## config.mk

```make
export PLATFORM = sky130hd
export DESIGN_NAME = heartbeat_pwm_gen
export DESIGN_NICKNAME = d
export VERILOG_FILES = /design/src/rtl/heartbeat_pwm_gen.sv
export SDC_FILE = /design/constraint.sdc
export NUM_CORES = 1
export LEC_CHECK = 0
export ABC_CLOCK_PERIOD_IN_PS = 5000
export CAP_MARGIN = 10
export CORE_MARGIN = 2
export CORE_UTILIZATION = 50
export CTS_BUF_LIST = sky130_fd_sc_hd__clkbuf_8
export CTS_CLUSTER_SIZE = 16
export DETAILED_ROUTE_END_ITERATION = 7
export PLACE_DENSITY = 0.67
export SYNTH_ARGS = -nofsm -noshare
export SYNTH_HDL_FRONTEND = slang
export SYNTH_SLANG_ARGS = --single-unit
```

## constraint.sdc

```tcl
create_clock -name clk -period 5 [get_ports clk]
set_clock_uncertainty 0.05 [all_clocks]
set_input_delay 1.5 -clock clk [delete_from_list [all_inputs] [get_ports clk]]
set_output_delay 1.5 -clock clk [all_outputs]
set_load 0.02 [all_outputs]
```

## src/rtl/heartbeat_pwm_gen.sv

```systemverilog
// Board-to-board heartbeat transmitter: whole-period 50% PWM, gated by enable
// and a kick watchdog that stops emission cleanly when the local core hangs.
`ifndef OSC
`define OSC 50000
`endif

module heartbeat_pwm_gen #(
    parameter int unsigned PERIOD          = `OSC,
    parameter int unsigned HIGH_TIME       = PERIOD / 2,
    parameter int unsigned TIMEOUT_PERIODS = 4
) (
    input  logic clk,
    input  logic rst,
    input  logic en,
    input  logic kick,
    output logic pwm,
    output logic running,
    output logic period_tick,
    output logic timeout
);

    localparam int unsigned WD_W   = $clog2(TIMEOUT_PERIODS + 1);
    localparam logic [WD_W-1:0] WD_MAX = WD_W'(TIMEOUT_PERIODS);
    localparam logic [31:0] LAST   = 32'(PERIOD - 1);
    localparam logic [31:0] HIGH   = 32'(HIGH_TIME);

    typedef enum logic {IDLE, RUN} state_t;

    state_t            state_q, state_d;
    logic [31:0]       phase_q, phase_d;
    logic [WD_W-1:0]   wd_q, wd_d;
    logic              pwm_q, running_q, period_tick_q, timeout_q;

    always_comb begin
        state_d = state_q;
        phase_d = phase_q;
        wd_d    = kick ? '0 : wd_q;
        case (state_q)
            IDLE: begin
                phase_d = '0;
                // A kick in the same cycle clears the watchdog, so start is allowed at once.
                if (en && (wd_d != WD_MAX)) begin
                    state_d = RUN;
                end
            end
            RUN: begin
                if (phase_q == LAST) begin
                    if (!kick) begin
                        wd_d = (wd_q == WD_MAX) ? WD_MAX : wd_q + WD_W'(1);
                    end
                    phase_d = '0;
                    if (!en || (wd_d == WD_MAX)) begin
                        state_d = IDLE;
                    end
                end else begin
                    phase_d = phase_q + 32'd1;
                end
            end
            default: begin
                state_d = IDLE;
                phase_d = '0;
            end
        endcase
    end

    // Outputs are registered from next-state so they line up with phase_q.
    always_ff @(posedge clk) begin
        if (rst) begin
            state_q       <= IDLE;
            phase_q       <= '0;
            wd_q          <= '0;
            pwm_q         <= 1'b0;
            running_q     <= 1'b0;
            period_tick_q <= 1'b0;
            timeout_q     <= 1'b0;
        end else begin
            state_q       <= state_d;
            phase_q       <= phase_d;
            wd_q          <= wd_d;
            pwm_q         <= (state_d == RUN) && (phase_d < HIGH);
            running_q     <= (state_d == RUN);
            period_tick_q <= (state_d == RUN) && (phase_d == LAST);
            timeout_q     <= (wd_d == WD_MAX);
        end
    end

    assign pwm         = pwm_q;
    assign running     = running_q;
    assign period_tick = period_tick_q;
    assign timeout     = timeout_q;

endmodule

```

==> results of run 1 <==
cell usage after synthesis, drive strengths merged (4+ instances only):
| library cell | number | area (µm²) |
|---|---|---|
| nor3 | 17 | 85.1 |
| xnor2 | 21 | 184 |
| or4 | 6 | 48.8 |
| nor2 | 41 | 154 |
| o21ai | 4 | 20.0 |
| or3 | 5 | 31.3 |
| xor2 | 8 | 70.1 |
| a21oi | 7 | 35.0 |
| nand2b | 6 | 37.5 |
| o31a | 4 | 35.0 |
| dfxtp | 39 | 781 |
| buf | 6 | 36.3 |
| nand4 | 11 | 81.3 |
| nand3 | 15 | 75.1 |
| nor4 | 14 | 109 |
| and3 | 9 | 56.3 |
| clkbuf | 8 | 32.5 |
| inv | 7 | 26.3 |
| nand2 | 18 | 67.6 |
placed cells by master (no fill, tap or decap), types with 3 or more instances in the layout:
cell             instances
or4_1                    5
ha_1                     3
nand2_1                 18
clkbuf_8                 6
nor4_1                  12
or3_1                    5
and4_1                   3
xor2_1                   8
dfxtp_1                 39
o21ai_0                  4
nand3_1                 15
nor3_1                  17
and3_1                   9
o31a_1                   4
nand2b_1                 6
xnor2_1                 21
nand4_1                  9
a21oi_1                  7
mux2i_1                  3
nor2_1                  41
inv_1                    7
clkdlybuf4s50_1          7
per-layer routing:
layer | GRT usage (%) | vias to the layer above | routed length, µm
li1 | - | 1033 | -
met1 | 29.4 | 962 | 2420
met2 | 36.2 | 44 | 2450
met3 | 4.44 | 5 | 305
met4 | 7.97 | 0 | 67
met5 | 0 | - | 0
how the worst max path moves through the flow:
stage,slack [ns],end,cells past startpoint
after CTS,2.01,running,1
after global placement,1.92,period_tick,6
after global routing,1.74,period_tick,7
final,2.00,running,1
after floorplan,2.54,pwm,8
after detailed placement,1.90,period_tick,6
power by group:
group,switching [mW],leakage [nW],internal (mW),total (mW)
logic,0.0122,0.410,0.00869,0.0209
clock network,0.113,0.0612,0.162,0.274
registers,0.00241,0.315,0.312,0.315
logic make-up (layout without fill, tap and decap cells):
group	Yosys count	in the layout	synth area share (%)
DFF	39	39	33.9
xor gates and xnor gates	29	29	11.0
muxes	4	4	1.79
AOI/OAI and AO/OA	36	36	11.9
buffers and inverters	21	23	4.13
adders and majority gates	3	3	1.63
and+or+nand+nor	152	152	35.7
layout make-up:
class / count / area [µm²] / area share, %
sequential: 39 / 781 / 31.3
timing repair buffer: 8 / 77.6 / 3.11
clock buffer: 6 / 82.6 / 3.31
clock inverter: 2 / 35.0 / 1.40
tap: 52 / 65.1 / 2.61
inverter: 7 / 26.3 / 1.05
multi-input combinational: 224 / 1430 / 57.2
state kept, by name, indices dropped and copies added, names as in the netlist:
register     flops
wd_q             3
pwm              1
period_tick      1
timeout          1
running          1
phase_q         32
stage by stage:
| stage | worst slack (ns) | area (µm²) |
|---|---|---|
| detailed placement | 1.90 | 2380 |
| global placement | 1.92 | 2380 |
| floorplan | 2.54 | 2300 |
| CTS | 2.01 | 2500 |
| finish | 2.00 | 2500 |
| global route | 1.74 | 2500 |
==> impl_metrics.ini, run 1 <==
[setup_path]
regToRegEndpoint = pwm
crit_start = running
worst-path-buf-inv = 1
path_delay_family = buffers and inverters
slowest_stage = clkdlybuf4s50_1
reg2reg_from = phase_q[5]
cp_data_arrival_time_ns = 1.45
cp_data_required_time_ns = 3.45
r2r_slack_ns = 2.04
reg2regPathDepth = 7
start_kind = register
cp_cell_sequence = clkdlybuf4s50_1
cp_slowest_stage_delay_ns = 0.66
worstPathMaxFanout = 8
end_kind = output port
path_class = reg -> out

[timing]
setup_viol = 0
period_share_pct = 59.9
rsz0062_at_grt = false
holdWs_ns = 0.463
slew_viol_final = 0
max_freq_mhz = 334
max-slew-margin-rel_pct = 64.5
tightest_slew_ns = 0.519
finalSetupTns_ns = 0
finalHoldViolations = 0
fin_crit_ns = 3.00

[floorplanning]
rows = 24
start_util_pct = 52.6
die_h_um = 71.9
num_io_pins = 8
core_um2 = 4380
dieArea_um2 = 5170
die_width_um = 71.9

[global_routing]
grt_pass1_wl_um = 8990
antenna_found_initial = 0
grt_pass1_vias = 1848
grt-ovfl-total = 0
grt_start_max_net_pins = 32
grt_usage_pct = 22.2

[layout]
finalNonFillerCells = 338
final_util_pct = 56.9
area_delta_synth_final_pct = 8.31
nets = 292
num-fill-cells = 413
drive_gt1_share_pct = 7.34
diodes = 0

[clocking]
clock_latency_ns = 0.30
h-tree-depth = 2
postCtsHoldBufs = 0
clk_pin_slew_ns = 0.08
clkSinkCount = 39
cts.repair.resized = 0
cts_root_buf = clkbuf_8
cts_tree = yes
post_cts_buffers = 0
cts-buffers-inserted = 5
clk_path_buf_depth = 2

[synthesis]
synth-seq-area-share_pct = 33.9
ys_warn_count = 0
synth.ff_latch_count = 39
syn_area_um2 = 2300
async_flop_share_pct = 0
synth_edf_count = 0
syn_inst = 284
syn_avg_cell_area_um2 = 8.12
synth_ff_type = dfxtp_1
syn-num-nets = 291
ys_types = 51

[placed_design]
port_buffers = 7
dp_hpwl_um = 3890
place.gp.congestion = 0.875
place_inst = 330

[hold_path]
hold_path_class = reg -> reg
whs_endpoint = phase_q[0]
worstHoldStart = phase_q[0]
worstHoldPathCells = 1

[drt]
ant_nets = 0
avgViaCountPerCell = 6.05
drtIter0Drc = 143
post_drt_wl_per_cell_um = 15.5
wirelength_um = 5240
drc = 0
vias = 2044
first_pass_iters = 4

[pwr]
power_density_nw_per_um2 = 244
peakVddDrop_v = 0.000104
p_total_uw = 610
leakagePower_nw = 0.786

[flow_run]
cap_violations = 0

[status]
status = complete, no violations
(Power assumes the default switching activity.)
==> run 2: changes to the inputs <==
- ABC_CLOCK_PERIOD_IN_PS: 5000 -> 2600
- PLACE_DENSITY: 0.67 -> 0.7
- clock period: 5 -> 2.6 ns (I/O delays scaled with it)
==> run 2 against run 1 <==
Sequential share of layout area down 3.4 points. Clock-buffer cell count unchanged. Die area unchanged. Utilization up 7.6 points. Power up 97%. Routed wire length up 15%. Critical endpoint is now period_tick. Highest routed layer unchanged.
==> impl_metrics.ini, run 2 (synthesis gave the netlist of run 1 again) <==
[timing]
finalHoldViolations = 0
max-slew-margin-rel_pct = 69.8
setup_viol = 0
slew_viol_final = 0
period_share_pct = 95.2
tightest_slew_ns = 0.448
max_freq_mhz = 404
fin_crit_ns = 2.47

[clocking]
postCtsHoldBufs = 0
clk_path_buf_depth = 2
cts_root_buf = clkbuf_8
clk_pin_slew_ns = 0.09
cts_tree = yes
clock_latency_ns = 0.30
cts-buffers-inserted = 5
clkSinkCount = 39
h-tree-depth = 2

[layout]
nets = 326
mostFrequentLayoutCells = 41 x nor2_1, 35 x buf_4, 33 x dfxtp_1, 21 x xnor2_1, 17 x nand2_1
drive_gt1_share_pct = 21.6
diodes = 0
area_delta_synth_final_pct = 22.8
final_common_cell = nor2_1
largest_reg_flops = 32
largest-register = phase_q
reg_top3 = phase_q: 32 flops, wd_q: 3 flops
final_util_pct = 64.6

[flow_run]
cap_violations = 0

[placed_design]
dp_hpwl_um = 4430
place.gp.congestion = 0.942
port_buffers = 7

[drt]
avgViaCountPerCell = 6.22
first_pass_iters = 7
wirelength_um = 6040
ant_nets = 0
post_drt_wl_per_cell_um = 16.2
drtIter0Drc = 292
vias = 2314
drc = 0

[hold_path]
hold_path_class = reg -> reg
whs_endpoint = phase_q[0]
worstHoldPathCells = 2
worstHoldStart = phase_q[0]

[pwr]
peakVddDrop_v = 0.000248
power_density_nw_per_um2 = 425
p_total_mw = 1.20
leakagePower_nw = 0.965

[floorplanning]
start_util_pct = 52.6
core_um2 = 4380
die_h_um = 71.9
num_io_pins = 8
rows = 24
die_width_um = 71.9
dieArea_um2 = 5170

[setup_path]
path_class = reg -> reg
cp_data_arrival_time_ns = 2.62
crit_top_cell = or4_1
regToRegEndpoint = period_tick
cp_slowest_stage_delay_ns = 0.59
cp_data_required_time_ns = 2.74
slowest_stage = or4_1
worstPathMaxFanout = 4
r2r_slack_ns = 0.13
reg2regPathDepth = 8
reg2reg_from = phase_q[7]
start_kind = register
cp_cell_sequence = nand4_1 -> buf_4 -> or4_1 -> or4_1 -> o211ai_1 -> a211oi_2 -> a31oi_1 -> nor3_1
end_kind = register

[status]
status = complete, no violations

[global_routing]
antenna_found_initial = 0
grt_usage_pct = 23.9
grt_pass1_wl_um = 9780
grt_pass1_vias = 2043
grt-ovfl-total = 0
grt_start_max_net_pins = 16
run 2: how the worst max path moves through the flow:
| stage | cells after the start | slack, ns | endpoint | start |
|---|---|---|---|---|
| after global placement | 7 | 0.006 | period_tick | phase_q[11] |
| final | 8 | 0.13 | period_tick | phase_q[7] |
| after detailed placement | 7 | 0.04 | period_tick | phase_q[11] |
| after floorplan | 8 | 0.14 | pwm | phase_q[0] |
| after global routing | 7 | -0.06 | pwm | phase_q[19] |
| after CTS | 8 | 0.05 | pwm | phase_q[1] |
run 2: report_power, final:
part           internal, mW  switching, mW
registers             0.600        0.00373
clock network         0.316          0.232
logic                0.0232         0.0268
run 2: timing repair:
item	in CTS	in global routing
gates resized for setup	1	17
endpoints found under the setup margin	2	7
buffers inserted	0	4
pin swaps	0	5
run 2: per-layer routing:
metal	part of all wire (%)	vias to the layer above	track usage [%]
li1	-	1097	-
met1	45	1084	33.3
met2	45	120	37.9
met3	8.1	13	4.72
met4	1.9	0	6.92
met5	0	-	0
run 2: critical path, delay by kind of cell (launching register included):
family                 cells  cell delay (ns)
AO/OA/AOI/OAI              3             0.42
buffers and inverters      1             0.17
flip-flops                 1             0.38
AND/OR/NAND/NOR            4             1.36
run 2: cell type report:
cell class	count	area, µm²
sequential	39	788
timing repair buffer	42	333
fill	392	1550
clock inverter	2	38.8
inverter	7	26.3
clock buffer	6	82.6
multi-input combinational	224	1500
tap	52	65.1
run 2: through the flow:
stage	hold WS [ns]	TNS (ns)	instance area, µm²	cells	setup WS [ns]
floorplan	0.401	0	2300	284	0.144
global placement	0.490	0	2600	360	0.00604
detailed placement	0.497	0	2600	360	0.0372
CTS	0.508	0	2730	368	0.0515
global route	0.549	-0.0605	2830	372	-0.0597
finish	0.510	0	2830	372	0.126
==> patch (settings of run 1) <==
Remove the register `pwm_q`: a continuous assignment takes its place, so the output `pwm` follows one clock earlier.
--- a/src/rtl/heartbeat_pwm_gen.sv
+++ b/src/rtl/heartbeat_pwm_gen.sv
@@ -69,7 +69,6 @@
             state_q       <= IDLE;
             phase_q       <= '0;
             wd_q          <= '0;
-            pwm_q         <= 1'b0;
             running_q     <= 1'b0;
             period_tick_q <= 1'b0;
             timeout_q     <= 1'b0;
@@ -77,12 +76,13 @@
             state_q       <= state_d;
             phase_q       <= phase_d;
             wd_q          <= wd_d;
-            pwm_q         <= (state_d == RUN) && (phase_d < HIGH);
             running_q     <= (state_d == RUN);
             period_tick_q <= (state_d == RUN) && (phase_d == LAST);
             timeout_q     <= (wd_d == WD_MAX);
         end
     end
+
+    assign pwm_q = (state_d == RUN) && (phase_d < HIGH);
 
     assign pwm         = pwm_q;
     assign running     = running_q;
Formal check against the unedited RTL: not equivalent (Yosys sat finds a counterexample within 4 cycles, from zero or initial values and one cycle with rst high).
==> patch against run 1 <==
Core utilization is 1.6 points higher. Total power fell by 11%. Final area is 1.5% higher. Clock power decreased by 20%. Setup slack worse by 1.8 ns. Via count is 3.3% lower. Cell count increased by 3.3%. Count of clock-buffer cells in the layout is the same. Area after synthesis is 2.8% lower. Sequential power shrank 3%. Sequential cell count down 1. Wire length decreased by 6.8%. Critical path type unchanged.
==> patch: results (changes against run 1) <==
status:
  status: "completed"
worst_setup_path:
  r2r_slack_ns: 1.99  # -0.05 ns
  cp.required_ns: 3.45  # about the same
  r2r_end: "period_tick"
  endpoint: "pwm"
  slowest_stage: "or4_4"
  max_stage_delay_ns: 0.59  # -0.07 ns
  critPathTopFamily: "simple AND/OR/NAND/NOR gates"
  critPathMaxFanout: 4  # -4
  startpoint: "phase_q[11]"
pwr:
  powerComb_mw: 0.0159  # -24%
  p_leak_nw: 0.869  # +11%
  pg_clk_mw: 0.220  # -20%
  switching_share: 0.226  # +0.0168
  vdd_ir_drop_max_mv: 0.130  # +24%
synth:
  synth-xor-area-share: 0.141  # +0.0305
  synth_cell_types: 53  # +3.9%
  synth_top_cells_by_count: "nor2_1, dfxtp_1, nand2_1, xnor2_1, xor2_1"
  async_flop_share: 0  # unchanged
  syn_inst: 279  # -1.8%
  synth-adder-area-share: 0.0168  # +0.000464
  synth_fp_nets: 286  # -1.7%
  syn_area_per_cell_um2: 8.03  # -1.0%
  synth_compound_area_frac: 0.0983  # -0.0206
  synthTopCellsByArea: "dfxtp_1, nor2_1, xnor2_1"
  yosysWarnings: 0  # unchanged
  ys_seq_area_frac: 0.339  # +0.000713
  synth_mux_area_frac: 0  # -0.0179
drt:
  wl_met3_um: 114  # -63%
  dr.pass1.iters: 4  # unchanged
  via_per_inst: 5.66  # -6.3%
  dr_wl_met2_mm: 2.36  # -3.4%
  drtIter0Drc: 107  # -25%
  wl_mm: 4.88  # -6.8%
  drt-met1-wl_mm: 2.34  # -3.6%
  wire_per_inst_um: 14.0  # -9.8%
  top_layer: "met4"
sta:
  whs_ns: 0.426  # -0.0368 ns
  relSlewSlack: 0.588  # -0.0568
  finalSetupTns_ns: 0  # unchanged
place:
  dp_cells: 341  # +3.3%
  gp_congestion: 0.844  # -3.6%
  portBuffers: 7  # unchanged
  place_hpwl_mm: 3.65  # -6.3%
grt:
  grt_first_pass_wirelength_mm: 8.70  # -3.2%
  grtUsageMet3: 0.0513  # +0.00684
  grt_pass1_vias: 1860  # +0.65%
  use_met1: 0.286  # -0.00820
  met2_usage: 0.357  # -0.00492
  grt_start_max_net_pins: 33  # +3.1%
  grtUsageTotal: 0.217  # -0.00561
  grt_overflow: 0  # unchanged
clock_network:
  postCtsSetupBuffers: 0  # unchanged
  clk_path_buf_depth: 2  # unchanged
  postCtsResizedCells: 1  # +1
layout:
  final_nets: 303  # +3.8%
  antenna_cells: 0  # unchanged
  layout-drive-gt1-share: 0.152  # +0.0781
hold_path:
  min_path_cells: 1  # unchanged
  min-delay-path-class: "reg -> reg"
[patch: changes by cell type in the layout (fill, tap and decap cells not counted), moves of 4 or more]
cell     change
buf_4       +21
xor2_1      +10
nor2_1       +7
and3_1       -5
nor4_1       -5
a21oi_1      +4
nor3_1       -4
or4_1        -4
[patch: through the flow]
stage           util  area, um2  power (mW)  worst slack [ns]
2_1_floorplan      -       2240       0.321             0.668
6_report       0.586       2530       0.541             0.214
3_3_place_gp   0.563       2440       0.329             0.169
5_1_grt        0.586       2530       0.561            0.0429
3_5_place_dp   0.563       2440       0.329             0.106
4_1_cts        0.584       2530       0.546            0.0435
[patch: cells by family after synthesis]
kind of cell               Yosys count
AOI/OAI and AO/OA                   34
xor gates and xnor gates            36
buffers and inverters               23
adders and majority gates            3
and+or+nand+nor                    145
DFF                                 38
[patch: area by class of cell]
class,instances,area (um2)
clock inverter,2,8.76
sequential,38,762
tap,52,65.1
inverter,4,15.0
clock buffer,6,82.6
fill,423,1790
timing repair buffer,29,230
multi-input combinational,218,1370
